[src/rtl/pc_sequencer_if.sv]
// Instruction-memory fetch handshake between the PC sequencer and imem.
// master: drives imem_req/imem_addr; slave: returns imem_ack/imem_rdata.
interface pc_sequencer_if;
    logic        imem_req;
    logic [31:0] imem_addr;
    logic        imem_ack;
    logic [31:0] imem_rdata;

    modport master (
        output imem_req,
        output imem_addr,
        input  imem_ack,
        input  imem_rdata
    );

    modport slave (
        input  imem_req,
        input  imem_addr,
        output imem_ack,
        output imem_rdata
    );
endinterface

[src/rtl/pc_sequencer.sv]
// Fetch controller: owns the PC, picks trap/branch/jump/sequential next PC,
// runs the imem req/ack handshake and buffers one instruction for decode.
// Ports: clk, rst (async high), imem (master modport), stall, br_taken,
// br_target, jmp, jmp_target, trap, trap_vec, inst_valid, inst, inst_pc,
// pc, fetch_err.
module pc_sequencer #(
    parameter logic [31:0] RESET_PC = 32'h0000_0000,
    parameter int          TIMEOUT  = 16
) (
    input  logic                  clk,
    input  logic                  rst,
    pc_sequencer_if.master        imem,
    input  logic                  stall,
    input  logic                  br_taken,
    input  logic [31:0]           br_target,
    input  logic                  jmp,
    input  logic [31:0]           jmp_target,
    input  logic                  trap,
    input  logic [31:0]           trap_vec,
    output logic                  inst_valid,
    output logic [31:0]           inst,
    output logic [31:0]           inst_pc,
    output logic [31:0]           pc,
    output logic                  fetch_err
);

    typedef enum logic [1:0] {
        BOOT  = 2'd0,
        FETCH = 2'd1,
        ERR   = 2'd2
    } state_t;

    // Counter value at which the next unacked request cycle trips the timeout.
    localparam logic [7:0] WAIT_LAST = 8'(TIMEOUT - 1);

    state_t      state_q, state_d;
    logic [31:0] pc_q, pc_d;
    logic        valid_q, valid_d;
    logic [31:0] inst_q, inst_d;
    logic [31:0] ipc_q, ipc_d;
    logic        err_q, err_d;
    logic [7:0]  wait_q, wait_d;

    logic        redirect;
    logic [31:0] target;
    logic        req;
    logic        accept;

    // Fixed priority: trap > branch > jump.
    always_comb begin
        if (trap) begin
            target = trap_vec;
        end else if (br_taken) begin
            target = br_target;
        end else begin
            target = jmp_target;
        end
    end

    assign redirect = trap | br_taken | jmp;

    // Request is withheld while a redirect is pending (the ack would be
    // for the wrong path) and while a stalled instruction is held.
    assign req = (state_q == FETCH) && !redirect
              && (!valid_q || !stall);
    assign accept = req && imem.imem_ack;

    assign imem.imem_req  = req;
    assign imem.imem_addr = pc_q;

    always_comb begin
        state_d = state_q;
        pc_d    = pc_q;
        valid_d = valid_q;
        inst_d  = inst_q;
        ipc_d   = ipc_q;
        err_d   = err_q;
        wait_d  = wait_q;

        unique case (state_q)
            BOOT: begin
                state_d = FETCH;
            end
            FETCH: begin
                if (redirect) begin
                    pc_d    = target & ~32'h3;
                    valid_d = 1'b0;
                    wait_d  = 8'd0;
                end else if (accept) begin
                    inst_d  = imem.imem_rdata;
                    ipc_d   = pc_q;
                    valid_d = 1'b1;
                    pc_d    = pc_q + 32'd4;
                    wait_d  = 8'd0;
                end else begin
                    if (valid_q && !stall) begin
                        valid_d = 1'b0;
                    end
                    if (req) begin
                        if (wait_q == WAIT_LAST) begin
                            err_d   = 1'b1;
                            state_d = ERR;
                            wait_d  = 8'd0;
                        end else begin
                            wait_d = wait_q + 8'd1;
                        end
                    end
                end
            end
            ERR: begin
                valid_d = 1'b0;
                if (trap) begin
                    state_d = FETCH;
                    pc_d    = trap_vec & ~32'h3;
                    err_d   = 1'b0;
                    wait_d  = 8'd0;
                end
            end
            default: begin
                state_d = BOOT;
            end
        endcase
    end

    always_ff @(posedge clk or posedge rst) begin
        if (rst) begin
            state_q <= BOOT;
            pc_q    <= RESET_PC;
            valid_q <= 1'b0;
            inst_q  <= 32'd0;
            ipc_q   <= 32'd0;
            err_q   <= 1'b0;
            wait_q  <= 8'd0;
        end else begin
            state_q <= state_d;
            pc_q    <= pc_d;
            valid_q <= valid_d;
            inst_q  <= inst_d;
            ipc_q   <= ipc_d;
            err_q   <= err_d;
            wait_q  <= wait_d;
        end
    end

    assign inst_valid = valid_q;
    assign inst       = inst_q;
    assign inst_pc    = ipc_q;
    assign pc         = pc_q;
    assign fetch_err  = err_q;

endmodule

[src/flat_wrapper.sv]
// flat-port wrapper written by rule: the top's interface ports become plain ports
module pc_sequencer_flat 
#(
    parameter logic [31:0] RESET_PC = 32'h0000_0000,
    parameter int          TIMEOUT  = 16
)
  (clk, rst, stall, br_taken, br_target, jmp, jmp_target, trap, trap_vec, inst_valid, inst, inst_pc, pc, fetch_err, imem_imem_req, imem_imem_addr, imem_imem_ack, imem_imem_rdata);
  pc_sequencer_if imem_i ();
  input  logic clk;
  input  logic rst;
  input  logic stall;
  input  logic br_taken;
  input  logic [31:0] br_target;
  input  logic jmp;
  input  logic [31:0] jmp_target;
  input  logic trap;
  input  logic [31:0] trap_vec;
  output logic inst_valid;
  output logic [31:0] inst;
  output logic [31:0] inst_pc;
  output logic [31:0] pc;
  output logic fetch_err;
  output wire logic [$bits(imem_i.imem_req)-1:0] imem_imem_req;
  output wire logic [$bits(imem_i.imem_addr)-1:0] imem_imem_addr;
  input wire logic [$bits(imem_i.imem_ack)-1:0] imem_imem_ack;
  input wire logic [$bits(imem_i.imem_rdata)-1:0] imem_imem_rdata;
  assign imem_imem_req = imem_i.imem_req;
  assign imem_imem_addr = imem_i.imem_addr;
  assign imem_i.imem_ack = imem_imem_ack;
  assign imem_i.imem_rdata = imem_imem_rdata;
  pc_sequencer #(.RESET_PC(RESET_PC), .TIMEOUT(TIMEOUT)) u_core (.clk(clk), .rst(rst), .imem(imem_i), .stall(stall), .br_taken(br_taken), .br_target(br_target), .jmp(jmp), .jmp_target(jmp_target), .trap(trap), .trap_vec(trap_vec), .inst_valid(inst_valid), .inst(inst), .inst_pc(inst_pc), .pc(pc), .fetch_err(fetch_err));
endmodule
[config.mk]
export PLATFORM = sky130hd
export DESIGN_NAME = pc_sequencer_flat
export DESIGN_NICKNAME = d
export VERILOG_FILES = /design/src/rtl/pc_sequencer_if.sv /design/src/rtl/pc_sequencer.sv /design/src/flat_wrapper.sv
export SDC_FILE = /design/constraint.sdc
export NUM_CORES = 1
export LEC_CHECK = 0
export ABC_AREA = 1
export CORE_MARGIN = 5
export CORE_UTILIZATION = 60
export CTS_CLUSTER_SIZE = 12
export DETAILED_ROUTE_END_ITERATION = 12
export DONT_BUFFER_PORTS = 1
export PLACE_DENSITY = 0.78
export SYNTH_ARGS = -nofsm -noshare
export SYNTH_HDL_FRONTEND = slang
export SYNTH_SLANG_ARGS = --single-unit
[constraint.sdc]
create_clock -name clk -period 9.2 [get_ports clk]
set_input_delay 1.38 -clock clk [delete_from_list [all_inputs] [get_ports clk]]
set_output_delay 1.38 -clock clk [all_outputs]
set_load 0.01 [all_outputs]
==> run metrics, run 1 <==
outcome=completed; crit path kind=in2out; Die Y-Extent=113.9 microns; top cell types by occurrence after synthesis=sky130_fd_sc_hd__nand2_1, sky130_fd_sc_hd__dfrtp_1, sky130_fd_sc_hd__nor2_1, sky130_fd_sc_hd__o21ai_0, sky130_fd_sc_hd__inv_1; synthesis-to-layout area growth=-1.044%; hpwl dp=13410 microns; cell count of the worst hold path=2; number of different library cells in the post-synthesis netlist=33; Yosys warning count=0; Critical R2R Launch=u_core.state_q[0]$_DFFE_PP0P_; clock buffers created by TritonCTS=9; Clock H-tree levels=3; synthesized area per cell=between 7 and 8 sq um; number of hold buffers added after cts=0; vias in the first global route=5058; clock insertion delay at the later pin of the skew report=around 0.36 ns; count of antenna diodes in the layout=0; library cell with the highest instance count after synthesis=sky130_fd_sc_hd__nand2_1; kind of end point of the critical path=output pin; starting density of the core=0.6051; setup repair bufs after CTS=0; 1st-iter DRT viols=545; clock tree from TritonCTS=done; Maximum Capacitance Violations=0; vias per cell=around 5.7; cell taking the most area after synthesis=sky130_fd_sc_hd__dfrtp_1; hold_sp=u_core.state_q[1]$_DFFE_PP0P_; type of the tightest min-delay check=reg2reg; Ports=approximately 270; transition time at the pin with the least slew margin=around 1.1 ns; Worst Hold Endpoint=u_core.state_q[1]$_DFFE_PP0P_; Layout Skew=around 0.012 ns; IR drop worst, VDD=approximately 0.00016 V; CP max FO=25; total leakage power=~3.2 nW; count of port buffers added during placement=0; ANT nets after route=0; routed wire length per instance=about 19 microns; Power Dens Cells=324.9 mW/mm^2; Total Neg Setup Slack=0 ns; r2r setup slk=6.50 ns; overall power of the completed layout=about 2.1 mW; worst-case hold slack=0.5212 ns; final critical delay including setup and external delays=3.857 ns; clk root buf=sky130_fd_sc_hd__clkbuf_8; top cell type's share of synthesized area=0.4020; sequential cell area fraction in the yosys report=0.4020; footprint of the multi-input gates=0.003159 sq mm; total number of vias=5547; Chip Width=113.9 microns; initial antenna violation count=0; proportion of layout cells with a drive suffix above 1=0.07942; count of flip-flops with a built-in enable after synthesis=0; DR pass1 iterations=5; overall die area=0.01297 sq mm; pins over their slew limit=0; quantity of gates resized following cts=0; Worst Setup SP=trap; #FFs+latches synth=104; CTS clock-pin slew for the worst setup and hold paths=approximately 0.090 ns; Longest Clk Path Bufs=2; Placeable Area=0.01070 sq mm; final critical-path setup slack=5.343 ns; critical path data required time=7.82 ns; Final nets=roughly 970; gr ovfl total=0; filler cell count=1021; largest net degree at the start of global routing=93; Peak Freq=259.3 MHz; Post-Syn Area=0.006474 sq mm; Post-Place Cells=955; final setup violation count=0; worst-case setup slack after placement=between 4 and 5 ns; non-filler instance count after layout=between 900 and 1000; predominant post-synthesis flop cell=sky130_fd_sc_hd__dfrtp_1; combined global-route utilization of all metal layers=0.2702; normalized max-slew margin=0.2715; clk sinks=between 100 and 150; setup repair after global routing missed its margin=false; Critical Path Start Type=input port; Reg2Reg Depth=10; Hold Violations, Final=0; global-route wire length before repair=27610 microns; Arr. time, crit path=~2.5 ns; gate count of the mapped netlist=881; synth top area cells=sky130_fd_sc_hd__dfrtp_1, sky130_fd_sc_hd__nand2_1, sky130_fd_sc_hd__mux2_4, sky130_fd_sc_hd__nor2_1, sky130_fd_sc_hd__o21ai_0; area taken by flip-flops and latches=0.002603 sq mm; gpl congestion=0.9293; final wirelength=18020 microns; Final Cycle Share=0.4193; end of the worst register-to-register path=u_core.imem.imem_addr[4]$_DFFE_PP0P_; # DRC=0; Synth async-reset ratio=1.000; row count=38
-- flip-flops by register name, summed over array words and instances (netlist names) --
signal,count
u_core.state_q,2
u_core.inst,32
u_core.imem.imem_addr,30
u_core.wait_q,8
u_core.inst_valid,1
u_core.fetch_err,1
u_core.inst_pc,30
-- layer usage --
metal / share of wire / track usage
met2: 0.45 / 0.4201
met4: 0.013 / 0.07284
met3: 0.10 / 0.06101
met5: 0 / 0
met1: 0.43 / 0.3842
-- worst max-delay path by stage --
stage	end	cells after the start
2_1_floorplan	u_core.fetch_err$_DFFE_PP0P_	1
3_3_place_gp	u_core.imem.imem_addr[10]$_DFFE_PP0P_	9
3_5_place_dp	u_core.imem.imem_addr[10]$_DFFE_PP0P_	9
4_1_cts	imem_imem_req	3
5_1_grt	u_core.imem.imem_addr[10]$_DFFE_PP0P_	9
6_report	imem_imem_req	3
-- stage by stage --
step / cell area [sq um] / util
final: 6406 / 0.5988
after global routing: 6406 / 0.5988
after CTS: 6406 / 0.5988
after detailed placement: 6232 / 0.5826
after global placement: 6232 / 0.5826
after floorplan: 6492 / -
-- report_power, final --
part           switching (mW)  leakage (nW)  internal, mW
Clock                   0.154        0.0830         0.107
Sequential              0.417          1.31         0.662
Combinational           0.448          1.85         0.293
Total                    1.02          3.24          1.06
-- placed cells by master (no fill, tap or decap) --
cell type	Yosys	layout
sky130_fd_sc_hd__nand2_1	279	278
sky130_fd_sc_hd__dfrtp_1	104	104
sky130_fd_sc_hd__nor2_1	95	95
sky130_fd_sc_hd__o21ai_0	70	70
sky130_fd_sc_hd__inv_1	69	68
sky130_fd_sc_hd__nand3_1	63	63
sky130_fd_sc_hd__a21oi_1	45	45
sky130_fd_sc_hd__mux2_4	25	25
sky130_fd_sc_hd__mux2_2	12	12
sky130_fd_sc_hd__clkbuf_8	0	10
sky130_fd_sc_hd__a31oi_1	6	6
sky130_fd_sc_hd__conb_1	1	6
sky130_fd_sc_hd__o211ai_1	5	5
sky130_fd_sc_hd__ha_1	5	5
sky130_fd_sc_hd__xor2_1	4	4
sky130_fd_sc_hd__or2_2	3	3
sky130_fd_sc_hd__nand3b_1	3	3
sky130_fd_sc_hd__buf_4	37	3
sky130_fd_sc_hd__inv_2	2	2
sky130_fd_sc_hd__nor2_2	2	2
sky130_fd_sc_hd__o22ai_1	2	2
sky130_fd_sc_hd__nand4_1	2	2
sky130_fd_sc_hd__a21boi_0	2	2
sky130_fd_sc_hd__nor3_1	2	2
sky130_fd_sc_hd__clkinvlp_4	0	2
sky130_fd_sc_hd__clkbuf_1	21	2
sky130_fd_sc_hd__nor2_4	1	1
sky130_fd_sc_hd__nand2_2	1	1
sky130_fd_sc_hd__nor3_4	1	1
sky130_fd_sc_hd__nand2_4	0	1
sky130_fd_sc_hd__clkinv_1	1	1
sky130_fd_sc_hd__xnor2_1	1	1
sky130_fd_sc_hd__inv_4	0	1
sky130_fd_sc_hd__o21ai_1	1	1
sky130_fd_sc_hd__clkinv_2	0	1
sky130_fd_sc_hd__inv_6	0	1
-- cell type report --
| type | instances | share of cell area |
|---|---|---|
| timing repair buffer | 3 | 0.003516 |
| clock inverter | 4 | 0.004492 |
| sequential | 104 | 0.4063 |
| tap | 140 | 0.02734 |
| multi-input combinational | 636 | 0.4932 |
| inverter | 72 | 0.04258 |
| clock buffer | 12 | 0.02266 |
-- cell families (layout without fill, tap and decap cells) --
kind of cell	count (synthesis)	in the layout	synth area share
other	1	6	0.0005793
muxes	37	37	0.07886
adders and majority gates	5	5	0.009664
and+or+nand+nor	452	452	0.2826
buffers and inverters	146	91	0.1140
DFF	104	104	0.4020
AOI/OAI and AO/OA	131	131	0.1055
xor gates and xnor gates	5	5	0.006764
-- critical path, cell delays in order --
cell and delay (ns):
sky130_fd_sc_hd__inv_2 0.30, sky130_fd_sc_hd__nand2_2 0.41, sky130_fd_sc_hd__nor3_4 0.38
Power figures use the tool's default switching activity.
==> inputs of run 2 (changes only) <==
CORE_UTILIZATION = 58   (was 60)
clock period = 3.2 ns   (was 9.2 ns; I/O delays follow)
==> run 2 against run 1 <==
Net effect:
- setup slack got worse by 4.3 ns
- highest routed layer unchanged
- routed wire length rose by 4.0%
- first-iteration DRC count rose by 25%
- via count rose by 2.0%
- combinational power rose to 2.9 times the previous value
- clock skew rose by 0.0047 ns
- cell area rose by 1.7%
- register-to-register slack got worse by 5.5 ns
- sequential share of layout area fell by 0.69 points
==> run metrics, run 2 (same netlist as run 1, synthesis figures left out) <==
outcome=completed (unchanged); Hold Violations, Final=0 (unchanged); combined global-route utilization of all metal layers=0.2796 (was 0.2702); proportion of layout cells with a drive suffix above 1=0.08732 (was 0.07942); normalized max-slew margin=0.4036 (was 0.2715); gr ovfl total=0 (unchanged); Critical R2R Launch=u_core.state_q[0]$_DFFE_PP0P_ (unchanged); Total Neg Setup Slack=0 ns (unchanged); Die Y-Extent=115.7 microns (was 113.9 microns); final critical delay including setup and external delays=2.171 ns; r2r setup slk=1.03 ns (was 6.50 ns); worst-case setup slack after placement=1.092 ns (was 4.999 ns); count of antenna diodes in the layout=0 (unchanged); clock tree from TritonCTS=done (unchanged); footprint of the multi-input gates=0.003159 sq mm (unchanged); routed wire length per instance=19.20 microns (was 18.56 microns); setup repair bufs after CTS=0 (unchanged); synthesis-to-layout area growth=0.6764% (was -1.044%); number of hold buffers added after cts=0 (unchanged); critical path data required time=3.49 ns (was 7.82 ns); Cell Chain, Critical Path=inv_1 -> ha_1 -> buf_4 -> inv_1 -> nor2_1 -> nor2_1 -> nand2_1 -> inv_1 -> nand3_1 -> o21ai_0 (was inv_2 -> nand2_2 -> nor3_4); Reg2Reg Depth=10 (unchanged); global-route wire length before repair=29060 microns (was 27610 microns); most frequent cells in the layout=sky130_fd_sc_hd__nand2_1, sky130_fd_sc_hd__dfrtp_1, sky130_fd_sc_hd__nor2_1 (unchanged); Ports=266 (unchanged); 1st-iter DRT viols=683 (was 545); non-filler instance count after layout=976 (was 971); Chip Width=115.7 microns (was 113.9 microns); DR pass1 iterations=5 (unchanged); CP max FO=30 (was 25); Longest Clk Path Bufs=2 (unchanged); most common cell after layout, fill and taps aside=sky130_fd_sc_hd__nand2_1 (unchanged); end of the worst register-to-register path=u_core.imem.imem_addr[10]$_DFFE_PP0P_ (was u_core.imem.imem_addr[4]$_DFFE_PP0P_); cell with the largest stage delay on the worst path=sky130_fd_sc_hd__inv_1 (was sky130_fd_sc_hd__nand2_2); transition time at the pin with the least slew margin=0.8927 ns (was 1.093 ns); largest net degree at the start of global routing=93 (unchanged); Power Dens Cells=948.3 mW/mm^2 (was 324.9 mW/mm^2); area taken by flip-flops and latches=0.002603 sq mm (unchanged); hpwl dp=14030 microns (was 13410 microns); Final Cycle Share=0.6783; overall die area=0.01337 sq mm (was 0.01297 sq mm); final critical-path setup slack=1.029 ns (was 5.343 ns); total number of vias=5658 (was 5547); Final nets=971 (was 966); type of the tightest min-delay check=in2async (was reg2reg); dominant delay contributor by cell family on the critical path=buffers and inverters (was simple AND/OR/NAND/NOR gates); clock buffers created by TritonCTS=9 (unchanged); Post-Place Cells=960 (was 955); clock insertion delay at the later pin of the skew report=0.38 ns (was 0.36 ns); kind of end point of the critical path=flip-flop (was output pin); CTS clock-pin slew for the worst setup and hold paths=0.11 ns (was 0.09 ns); vias per cell=5.797 (was 5.713); Layout Skew=0.01666 ns (was 0.01199 ns); count of port buffers added during placement=0 (unchanged); initial antenna violation count=0 (unchanged); clk sinks=104 (unchanged); filler cell count=1046 (was 1021); # DRC=0 (unchanged); critical path buffer and inverter count=4 (was 1); Arr. time, crit path=2.46 ns (was 2.48 ns); final setup violation count=0 (unchanged); gpl congestion=0.9172 (was 0.9293); pins over their slew limit=0 (unchanged); quantity of gates resized following cts=0 (unchanged); setup repair after global routing missed its margin=false (unchanged); clk root buf=sky130_fd_sc_hd__clkbuf_8 (unchanged); flip-flop count of the largest register after layout=32 (unchanged); Peak Freq=roughly 460 MHz; delay of the slowest critical-path stage=0.49 ns (was 0.41 ns); starting density of the core=0.5946 (was 0.6051); crit path kind=reg2reg (was in2out); total leakage power=3.301 nW (was 3.242 nW); ANT nets after route=0 (unchanged); IR drop worst, VDD=0.0006755 V (was 0.0001645 V); Placeable Area=0.01089 sq mm (was 0.01070 sq mm); Clock H-tree levels=3 (unchanged); Critical Path Start Type=flip-flop (was input port); vias in the first global route=5363 (was 5058); final wirelength=18740 microns (was 18020 microns); most used cell, CP=sky130_fd_sc_hd__inv_1; row count=38 (unchanged); Maximum Capacitance Violations=0 (unchanged)
## run 2: changes by cell type in the layout (fill, tap and decap cells not counted), sizes merged
cell      before  now
bufinv         0    1
buf            3    8
inv           72   74
clkinvlp       2    1
clkinv         2    3
clkbuf        12    9
## run 2: stage by stage
stage	util	hold WS, ns	cell area, sq um	total power, mW
global placement	0.5783	0.4906	6296	5.189
CTS	0.5986	0.1344	6518	6.204
finish	0.5986	0.1301	6518	6.180
floorplan	-	0.4675	6496	4.812
detailed placement	0.5783	0.4995	6296	5.280
global route	0.5986	0.1701	6518	6.693
## run 2: worst max path at each step
| stage | from | slack (ns) | cells after the start | endpoint |
|---|---|---|---|---|
| after global routing | u_core.state_q[0]$_DFFE_PP0P_ | 0.84 | 11 | u_core.imem.imem_addr[15]$_DFFE_PP0P_ |
| after floorplan | u_core.state_q[1]$_DFFE_PP0P_ | 1.41 | 8 | u_core.inst[10]$_DFFE_PP0P_ |
| after global placement | u_core.state_q[0]$_DFFE_PP0P_ | 1.16 | 11 | u_core.imem.imem_addr[15]$_DFFE_PP0P_ |
| after detailed placement | u_core.state_q[0]$_DFFE_PP0P_ | 1.09 | 10 | u_core.imem.imem_addr[10]$_DFFE_PP0P_ |
| after CTS | u_core.state_q[0]$_DFFE_PP0P_ | 1.05 | 10 | u_core.imem.imem_addr[10]$_DFFE_PP0P_ |
| final | u_core.state_q[0]$_DFFE_PP0P_ | 1.03 | 10 | u_core.imem.imem_addr[10]$_DFFE_PP0P_ |
## run 2: power by group
group	internal (mW)	total (mW)	switching, mW
registers	1.90	3.10	1.20
clock network	0.390	0.912	0.523
logic	0.854	2.17	1.32
total	3.15	6.18	3.03
## run 2: area by class of cell
class / instances / share of cell area
multi-input combinational: 636 / 0.4847
sequential: 104 / 0.3993
inverter: 72 / 0.04204
tap: 140 / 0.02688
clock buffer: 9 / 0.01901
clock inverter: 7 / 0.01497
timing repair buffer: 8 / 0.01305
## run 2: per-layer routing
| layer | GRT usage | vias up | wire length (microns) |
|---|---|---|---|
| met3 | 0.07206 | 37 | 2161 |
| met5 | 0 | - | 0 |
| met2 | 0.4394 | 334 | 8302 |
| met4 | 0.07193 | 0 | 447 |
| met1 | 0.3897 | 2609 | 7824 |
| li1 | - | 2678 | - |
==> inputs of run 3 (changes only) <==
CORE_UTILIZATION = 60   (was 58)
clock period = 2.2 ns   (was 3.2 ns; I/O delays follow)
==> run 3 against run 2 <==
Net effect:
- power increased by 51%
- clock power increased by 36%
- maximum frequency increased by 7.9%
- register-to-register slack got worse by 0.84 ns
- largest power group is now combinational logic
- flip-flop and latch count unchanged
- combinational power increased by 88%
- routed wire length increased by 1.5%
- setup slack got worse by 0.84 ns
- final cell count increased by 3.3%
- first-iteration DRC count decreased by 6.7%
==> run metrics, run 3 (same netlist as run 1, synthesis figures left out) <==
synthesis-to-layout area growth=4.213% (was 0.6764%); Arr. time, crit path=2.33 ns (was 2.46 ns); clk root buf=sky130_fd_sc_hd__clkbuf_8 (unchanged); kind of end point of the critical path=flip-flop (unchanged); final critical-path setup slack=0.1880 ns (was 1.029 ns); transition time at the pin with the least slew margin=0.6010 ns (was 0.8927 ns); total number of vias=5738 (was 5658); normalized max-slew margin=0.5985 (was 0.4036); gr ovfl total=0 (unchanged); global-route wire length before repair=29720 microns (was 29060 microns); vias per cell=5.692 (was 5.797); delay of the slowest critical-path stage=0.40 ns (was 0.49 ns); most used cell, CP=sky130_fd_sc_hd__o21ai_0 (was sky130_fd_sc_hd__inv_1); row count=38 (unchanged); Maximum Capacitance Violations=0 (unchanged); final critical delay including setup and external delays=2.012 ns (was 2.171 ns); clock insertion delay at the later pin of the skew report=0.39 ns (was 0.38 ns); share of total power in sequential cells=0.431 (was 0.501); Die Y-Extent=113.9 microns (was 115.7 microns); type of the tightest min-delay check=in2reg (was in2async); largest net degree at the start of global routing=52 (was 93); Clock H-tree levels=3 (unchanged); outcome=completed (unchanged); 1st-iter DRT viols=637 (was 683); Hold Violations, Final=0 (unchanged); crit path kind=reg2reg (unchanged); Total Neg Setup Slack=0 ns (unchanged); Cell Chain, Critical Path=inv_1 -> ha_1 -> nor2_1 -> clkinv_1 -> o21ai_0 -> o21ai_0 -> a31oi_1 (was inv_1 -> ha_1 -> buf_4 -> inv_1 -> nor2_1 -> nor2_1 -> nand2_1 -> inv_1 -> nand3_1 -> o21ai_0); overall die area=0.01297 sq mm (was 0.01337 sq mm); Critical Path Start Type=flip-flop (unchanged); part of the power in combinational logic=0.436 (was 0.351); Power Dens Cells=1383 mW/mm^2 (was 948.3 mW/mm^2); most common cell after layout, fill and taps aside=sky130_fd_sc_hd__nand2_1 (unchanged); Ports=266 (unchanged); CP max FO=9 (was 30); initial antenna violation count=0 (unchanged); final setup violation count=0 (unchanged); clk sinks=104 (unchanged); Placeable Area=0.01070 sq mm (was 0.01089 sq mm); routed wire length per instance=18.86 microns (was 19.20 microns); IR drop worst, VDD=0.0006887 V (was 0.0006755 V); critical path data required time=2.52 ns (was 3.49 ns); clock buffers created by TritonCTS=9 (unchanged); pins over their slew limit=0 (unchanged); hpwl dp=14780 microns (was 14030 microns); DR pass1 iterations=5 (unchanged); cell with the largest stage delay on the worst path=sky130_fd_sc_hd__dfrtp_1 (was sky130_fd_sc_hd__inv_1); setup repair bufs after CTS=0 (unchanged); overall power of the completed layout=9.332 mW (was 6.180 mW); starting density of the core=0.6051 (was 0.5946); switching power share of the total=0.4767 (was 0.4911); Peak Freq=497.0 MHz (was 460.7 MHz); critical path buffer and inverter count=2 (was 4); clock network power share=0.133 (was 0.148); total leakage power=3.450 nW (was 3.301 nW); ANT nets after route=0 (unchanged); most frequent cells in the layout=sky130_fd_sc_hd__nand2_1, sky130_fd_sc_hd__dfrtp_1, sky130_fd_sc_hd__nor2_1 (unchanged); Final nets=1004 (was 971); vias in the first global route=5594 (was 5363); Final Cycle Share=0.9145 (was 0.6783); setup repair after global routing missed its margin=true (was false); proportion of layout cells with a drive suffix above 1=0.1198 (was 0.08732); Final Instance Area=0.006746 sq mm (was 0.006518 sq mm); Placed Area=0.006536 sq mm (was 0.006296 sq mm); Chip Width=113.9 microns (was 115.7 microns); worst-case hold slack=0.08280 ns (was 0.1301 ns); worst-case setup slack after placement=0.2308 ns (was 1.092 ns); final wirelength=19010 microns (was 18740 microns); gpl congestion=0.9465 (was 0.9172); internal cell power=4.883 mW (was 3.145 mW); quantity of gates resized following cts=0 (unchanged); count of port buffers added during placement=0 (unchanged); # DRC=0 (unchanged); clock tree from TritonCTS=done (unchanged); combined global-route utilization of all metal layers=0.2907 (was 0.2796); flip-flop count of the largest register after layout=32 (unchanged); Longest Clk Path Bufs=2 (unchanged); CTS clock-pin slew for the worst setup and hold paths=0.11 ns (about the same); switching pwr=4.449 mW (was 3.035 mW); Layout Skew=0.01237 ns (was 0.01666 ns); count of antenna diodes in the layout=0 (unchanged); dominant delay contributor by cell family on the critical path=compound AO/OA/AOI/OAI gates (was buffers and inverters)
## run 3: per-layer routing
metal  GRT usage  wire [microns]  up-vias  share of wire
met5           0               0        -              0
met4     0.04751             244        0          0.013
met3     0.08912            2036       19           0.11
met2      0.4735            8805      320           0.46
met1      0.3924            7922     2654           0.42
li1            -               -     2745              -
## run 3: path summary, 6_finish.rpt
kind	startpoint	endpoint	slack [ns]	cells past startpoint
setup reg to reg	u_core.state_q[0]$_DFFE_PP0P_	u_core.imem.imem_addr[4]$_DFFE_PP0P_	0.19	7
hold reg to reg	u_core.wait_q[1]$_DFFE_PP0P_	u_core.wait_q[1]$_DFFE_PP0P_	0.53	2
max in group asynchronous	rst	u_core.imem.imem_addr[27]$_DFFE_PP0P_	1.06	3
setup / recovery	u_core.state_q[0]$_DFFE_PP0P_	u_core.imem.imem_addr[4]$_DFFE_PP0P_	0.19	7
min in group asynchronous	rst	u_core.imem.imem_addr[6]$_DFFE_PP0P_	0.50	2
hold / removal	trap_vec[5]	u_core.imem.imem_addr[5]$_DFFE_PP0P_	0.08	2
## run 3: power by group through the flow
stage	registers [mW]	logic (mW)	clock network (mW)
finish	4.03	4.07	1.24
global placement	4.03	3.91	0
detailed placement	4.07	4.00	0
floorplan	3.88	3.12	0
global route	4.13	4.58	1.34
CTS	4.03	4.04	1.27
## run 3: worst reg2reg max path, stage by stage (launching register included)
cell	delay (ns)
sky130_fd_sc_hd__dfrtp_1	0.40
sky130_fd_sc_hd__inv_1	0.08
sky130_fd_sc_hd__ha_1	0.25
sky130_fd_sc_hd__nor2_1	0.38
sky130_fd_sc_hd__clkinv_1	0.35
sky130_fd_sc_hd__o21ai_0	0.23
sky130_fd_sc_hd__o21ai_0	0.11
sky130_fd_sc_hd__a31oi_1	0.17
## run 3: cell type report
class | instances | area [sq um]
inverters | 72 | 274.0
repair buffers | 41 | 335.3
flip-flops and latches | 104 | 2603
multi-input cells | 636 | 3159
fillers | 959 | 3951
clock inverters | 6 | 76.32
clock buffers | 9 | 123.9
well taps | 140 | 175.2
## run 3: timing repair
action	CTS	global route
setup endpoints to repair	0	1
endpoints found under the hold margin	22	0
hold buffers	1	0
## run 3: metrics by stage
| stage | util | instances |
|---|---|---|
| final | 0.6306 | 1008 |
| after global routing | 0.6306 | 1008 |
| after CTS | 0.6306 | 1008 |
| after detailed placement | 0.6110 | 992 |
| after global placement | 0.6110 | 992 |
| after floorplan | - | 886 |
